[config.mk]
export PLATFORM = sky130hd
export DESIGN_NAME = timer_dev
export DESIGN_NICKNAME = d
export VERILOG_FILES = /design/src/rtl/timer_dev.sv
export SDC_FILE = /design/constraint.sdc
export NUM_CORES = 1
export LEC_CHECK = 0
export BUFFER_PORTS_ARGS = -buffer_cell sky130_fd_sc_hd__buf_2
export CAP_MARGIN = 20
export CORE_AREA = 5 5 161 163
export DETAILED_ROUTE_END_ITERATION = 12
export DIE_AREA = 0 0 166 168
export GPL_TIMING_DRIVEN = 0
export PLACE_DENSITY = 0.69
export SYNTH_ARGS = -nofsm -noshare
export SYNTH_HDL_FRONTEND = slang
export SYNTH_SLANG_ARGS = --single-unit
[constraint.sdc]
create_clock -name clk -period 4.5 [get_ports clk]
set_input_delay 0 -clock clk [delete_from_list [all_inputs] [get_ports clk]]
set_output_delay 0 -clock clk [all_outputs]
set_load 0.1 [all_outputs]
[src/rtl/timer_dev.sv]
// Memory-mapped timer peripheral: bus responder with CTRL/COUNT/COMPARE/STATUS/PRESCALE
// registers, a prescaled 32-bit up-counter and a level interrupt on compare match.
module timer_dev #(
    parameter logic [63:0] BASE    = 64'h0000_0000_0001_0000,
    parameter int          LATENCY = 2,
    parameter logic [7:0]  DEV_ID  = 8'd1
) (
    input  logic        clk,
    input  logic        rst,
    input  logic        txe,
    output logic        txs,
    input  logic        read,
    input  logic        write,
    input  logic [31:0] value,
    output logic [31:0] out,
    input  logic [63:0] addr,
    output logic        err,
    output logic        irq,
    output logic [7:0]  irq_dev_id
);

    localparam int                DATA_W    = 32;
    localparam int                WCNT_W    = (LATENCY > 1) ? $clog2(LATENCY) : 1;
    localparam logic [WCNT_W-1:0] WAIT_INIT = WCNT_W'(LATENCY - 1);
    localparam logic [63:0]       LIMIT     = BASE + 64'h14;

    localparam logic [2:0] IDX_CTRL     = 3'd0;
    localparam logic [2:0] IDX_COUNT    = 3'd1;
    localparam logic [2:0] IDX_COMPARE  = 3'd2;
    localparam logic [2:0] IDX_STATUS   = 3'd3;
    localparam logic [2:0] IDX_PRESCALE = 3'd4;

    typedef enum logic [1:0] {
        IDLE    = 2'd0,
        BUSY    = 2'd1,
        DONE    = 2'd2,
        RELEASE = 2'd3
    } state_t;

    state_t state, state_nxt;
    logic   accept, access;

    logic [WCNT_W-1:0] wcnt;

    logic              rd_p0, wr_p0;
    logic [63:0]       addr_p0;
    logic [DATA_W-1:0] val_p0;

    logic              req_err;
    logic [2:0]        reg_idx;
    logic              wr_ok;
    logic              wr_ctrl, wr_count, wr_compare, wr_status, wr_prescale;
    logic [DATA_W-1:0] rdata;

    logic [2:0]        ctrl;
    logic [DATA_W-1:0] count, compare, prescale, pcnt;
    logic              pend;
    logic              en, ie, autoreload;
    logic              tick, match;

    logic [DATA_W-1:0] out_p1;
    logic              err_p1;
    logic              irq_r;

    // Bus handshake FSM
    always_ff @(posedge clk) begin
        if (rst) state <= IDLE;
        else     state <= state_nxt;
    end

    always_comb begin
        state_nxt = state;
        accept    = 1'b0;
        access    = 1'b0;
        case (state)
            IDLE: begin
                if (txe) begin
                    state_nxt = BUSY;
                    accept    = 1'b1;
                end
            end
            BUSY: begin
                if (wcnt == '0) begin
                    state_nxt = DONE;
                    access    = 1'b1;
                end
            end
            DONE:    state_nxt = RELEASE;
            RELEASE: if (!txe) state_nxt = IDLE;
            default: state_nxt = IDLE;
        endcase
    end

    always_ff @(posedge clk) begin
        if (rst) begin
            wcnt <= '0;
        end else if (accept) begin
            wcnt <= WAIT_INIT;
        end else if (state == BUSY && wcnt != '0) begin
            wcnt <= wcnt - 1'b1;
        end
    end

    // Stage p0: request captured at accept, held until the access cycle
    always_ff @(posedge clk) begin
        if (accept) begin
            rd_p0   <= read;
            wr_p0   <= write;
            addr_p0 <= addr;
            val_p0  <= value;
        end
    end

    // BASE is 32-byte aligned, so in-range addresses index registers by bits [4:2].
    always_comb begin
        req_err = (rd_p0 == wr_p0) || (addr_p0[1:0] != 2'b00) ||
                  (addr_p0 < BASE) || (addr_p0 >= LIMIT);
        reg_idx = addr_p0[4:2];
        wr_ok   = access && !req_err && wr_p0;
    end

    assign wr_ctrl     = wr_ok && (reg_idx == IDX_CTRL);
    assign wr_count    = wr_ok && (reg_idx == IDX_COUNT);
    assign wr_compare  = wr_ok && (reg_idx == IDX_COMPARE);
    assign wr_status   = wr_ok && (reg_idx == IDX_STATUS);
    assign wr_prescale = wr_ok && (reg_idx == IDX_PRESCALE);

    always_comb begin
        rdata = '0;
        case (reg_idx)
            IDX_CTRL:     rdata = {29'd0, ctrl};
            IDX_COUNT:    rdata = count;
            IDX_COMPARE:  rdata = compare;
            IDX_STATUS:   rdata = {31'd0, pend};
            IDX_PRESCALE: rdata = prescale;
            default:      rdata = '0;
        endcase
    end

    assign en         = ctrl[0];
    assign ie         = ctrl[1];
    assign autoreload = ctrl[2];
    assign tick       = en && (pcnt == prescale);
    assign match      = tick && (count == compare);

    // Register file and counter; bus writes take priority over counting,
    // except that a match always leaves PEND set.
    always_ff @(posedge clk) begin
        if (rst) begin
            ctrl     <= '0;
            count    <= '0;
            compare  <= 32'hFFFF_FFFF;
            pend     <= 1'b0;
            prescale <= '0;
            pcnt     <= '0;
            irq_r    <= 1'b0;
        end else begin
            if (wr_ctrl) ctrl <= val_p0[2:0];

            if (wr_count)   count <= val_p0;
            else if (tick)  count <= (match && autoreload) ? '0 : count + 32'd1;

            if (wr_compare) compare <= val_p0;

            if (match)                       pend <= 1'b1;
            else if (wr_status && val_p0[0]) pend <= 1'b0;

            if (wr_prescale) begin
                prescale <= val_p0;
                pcnt     <= '0;
            end else if (en) begin
                pcnt <= (pcnt == prescale) ? '0 : pcnt + 32'd1;
            end

            irq_r <= pend & ie;
        end
    end

    // Stage p1: response captured in the access cycle, presented during DONE
    always_ff @(posedge clk) begin
        if (rst) begin
            out_p1 <= '0;
            err_p1 <= 1'b0;
        end else if (access) begin
            err_p1 <= req_err;
            if (req_err)    out_p1 <= '0;
            else if (rd_p0) out_p1 <= rdata;
        end
    end

    assign txs        = (state == DONE);
    assign err        = (state == DONE) && err_p1;
    assign out        = out_p1;
    assign irq        = irq_r;
    assign irq_dev_id = irq_r ? DEV_ID : 8'd0;

endmodule

==> flow_summary.json <==
{
  "insertion_delay_ps": 560,
  "p_comb_share_pct": 13.4,
  "startpoint": "pcnt[0]$_SDFFE_PP0P_",
  "drv_slew": 0,
  "timing.fmax_mhz": 318.1,
  "synth_fa_ha_area_share_pct": 0.7343,
  "cts_sinks": 267,
  "fin_crit_ps": 3144,
  "ir_drop_uv": 289.4,
  "slowest_delay_ps": 620,
  "ys_seq_area_share_pct": 53.04,
  "drive_above_1_share_pct": 14.36,
  "syn_area_per_cell_um2": 9.429,
  "drt-initial-drc-count": 954,
  "skew_ps": 23.85,
  "cts_tree": "done",
  "timing.rr.end": "pcnt[25]$_SDFFE_PP0P_",
  "slowest_stage": "nor4_1",
  "path_max_fanout": 10,
  "timing.final.ws_setup_ps": 1356,
  "syn_area_um2": 11930,
  "core-area_um2": 24180,
  "postPlaceCellArea_um2": 13070,
  "vias_per_cell": 5.604,
  "grt_first_pass_wirelength_um": 56380,
  "root_buffer": "clkbuf_16",
  "wire_per_inst_um": 19.45,
  "crit-reg2reg-launch": "pcnt[0]$_SDFFE_PP0P_",
  "final_cell_mix": "nand2_1 (236), dfxtp_1 (169), buf_2 (158)",
  "numPortBuffers": 136,
  "tightest_slew_ps": 905.8,
  "reg2reg_slack_ps": 1360,
  "pin_count": 144,
  "htree_levels": 1,
  "grt_pass1_vias": 10160,
  "setup_viol_count_final": 0,
  "powerDensity_nw_per_um2": 402.7,
  "cap_violations": 0,
  "critPathArrivalTime_ps": 3570,
  "ys_ff_latch": 267,
  "fin_crit_sh_pct": 69.87,
  "slew_headroom_pct": 39.61,
  "yosysWarnings": 0,
  "fillers": 1990,
  "power.share.sequential_pct": 49.0,
  "cts.clk_slew.worst_paths_ps": 70,
  "numCtsBuffers": 28,
  "syn_to_final_growth_pct": 25.55,
  "cp-end-kind": "register",
  "die_area_um2": 27890,
  "rsz0062_at_grt": "no",
  "synth_compound_area_share_pct": 11.33,
  "die_x_um": 166,
  "initial_core_util_pct": 49.33,
  "syn_inst": 1265,
  "die_h_um": 168,
  "hp-start": "addr[57]",
  "post-route-cell-area_um2": 14980,
  "ant_nets": 0,
  "finalSetupTns_ps": 0,
  "ys_types": 55,
  "wirelength_um": 36670,
  "p_sw_share_pct": 28.15,
  "switchingPower_w": 0.001697,
  "status": "finished, final reports clean",
  "drc": 0,
  "hold_viol_final": 0,
  "synth.area.mux_share_pct": 0.7553,
  "internal_power_w": 0.004333,
  "antenna_found_initial": 2,
  "wl_met2_um": 16880,
  "cp_cell_sequence": "xnor2_1 > nand4_1 > nor4_1 > nand3_2 > clkbuf_1 > nand3b_1 > buf_2 > nor2_1",
  "synth_xor_area_share_pct": 7.637,
  "required_ps": 4920,
  "r2r_cells": 8,
  "top_layer": "met5",
  "hpwlAfterDp_um": 25900,
  "fin_nets": 1646,
  "yosys.area_share.simple_pct": 22.91,
  "grt_max_degree": 70,
  "synthArstFlopShare_pct": 0,
  "wl_met3_um": 3124,
  "synth-edff-count": 98,
  "layout_commonest_cell": "nand2_1",
  "ys_dominant_reg_cell": "dfxtp_1",
  "start_kind": "register",
  "worstHoldPathType": "in2reg",
  "rows": 57,
  "grt_usage_pct": 25.32,
  "num_vias": 10560,
  "endpoint": "pcnt[25]$_SDFFE_PP0P_",
  "clkPwrFrac_pct": 37.6,
  "routabilityCongestion": 0.9308,
  "synth_top_family_by_area": "simple AND/OR/NAND/NOR gates",
  "first_pass_iters": 6,
  "wl_met1_um": 15240,
  "grt_overflow": 0,
  "dpl_worst_slack_ps": 1505,
  "cts_setup_buffers": 0,
  "leakage_nw": 5.415,
  "cts_buffer_depth": 3,
  "path_class": "reg2reg"
}
how the worst min path moves through the flow:
stage	end	cells after the start
final	addr_p0[57]$_DFFE_PP_	2
after global routing	addr_p0[57]$_DFFE_PP_	2
after CTS	val_p0[5]$_DFFE_PP_	2
after detailed placement	val_p0[7]$_DFFE_PP_	1
after global placement	addr_p0[39]$_DFFE_PP_	1
after floorplan	addr_p0[0]$_DFFE_PP_	0
kinds of logic after synthesis:
logic type | Yosys count
flip-flops | 267
XOR/XNOR | 104
AND/OR/NAND/NOR | 555
multiplexers | 9
AO/OA/AOI/OAI | 227
buffers and inverters | 95
other | 1
adder cells (fa/ha/maj) | 7
layout make-up:
type | instances | area, um2 | share of cell area [%]
Antenna cell | 1 | 2.502 | 0.01671
Inverter | 7 | 26.28 | 0.1755
Clock inverter | 11 | 106.4 | 0.7102
Timing Repair Buffer | 237 | 1709 | 11.41
Clock buffer | 41 | 799.5 | 5.339
Sequential cell | 267 | 6326 | 42.24
Tap cell | 324 | 405.4 | 2.707
Buffer | 88 | 399.1 | 2.665
Multi-Input combinational cell | 909 | 5201 | 34.73
metrics by stage:
stage / std cells / total power (W) / util, % / hold slack (ps)
2_1_floorplan: 1271 / 0.003399 / - / 98.87
5_1_grt: 1885 / 0.006232 / 61.94 / 137.8
4_1_cts: 1884 / 0.006018 / 61.93 / 131.6
3_3_place_gp: 1731 / 0.003710 / 53.92 / 176.1
3_5_place_dp: 1732 / 0.003715 / 54.04 / 178.1
6_report: 1885 / 0.006030 / 61.94 / 145.6
power groups by stage:
stage,Sequential (W),Clock (W),Combinational [W]
global placement,0.00303,0,0.000683
CTS,0.00294,0.00229,0.000791
detailed placement,0.00299,0,0.000723
global route,0.00297,0.00240,0.000862
finish,0.00296,0.00227,0.000805
floorplan,0.00293,0,0.000466
synth_stat cells, drive strengths merged, types with 15 or more instances:
cell type	number	area share (%)
a22oi	31	2.0
nor2	82	2.7
buf	36	1.7
a31oi	19	1.0
edfxtp	98	25
xor2	58	4.3
nand3b	44	2.8
nand2	236	7.4
a21oi	75	3.1
dfxtp	169	28
nand3	57	2.4
nor4	39	2.2
nor3	15	0.77
o21bai	16	1.0
clkbuf	52	1.6
nand4	28	1.5
xnor2	46	3.4
o21ai	62	2.6
registers in the layout (all words and copies together), names as in the netlist:
name,count
rd_p0,1
val_p0,32
pend,1
pcnt,32
out,32
err_p1,1
state,2
wr_p0,1
prescale,32
addr_p0,64
wcnt,1
ctrl,3
count,32
compare,32
irq,1
worst max-delay path: cells and delay by family (launching register included):
kind | cells | cell delay, ps
buffers and inverters | 2 | 720
flip-flops | 1 | 370
XOR/XNOR | 1 | 310
AND/OR/NAND/NOR | 5 | 1620
repair_timing:
item / in CTS / in global routing
endpoints found under the hold margin: 101 / 0
hold buffers: 100 / 0
gates resized for setup: 0 / 0
per-layer routing:
| metal | global-route usage (%) | vias up |
|---|---|---|
| li1 | - | 5023 |
| met5 | 0 | - |
| met1 | 33.51 | 5002 |
| met3 | 5.627 | 95 |
| met4 | 9.505 | 2 |
| met2 | 40.98 | 441 |
No activity file was read; power rests on OpenSTA's default activity.
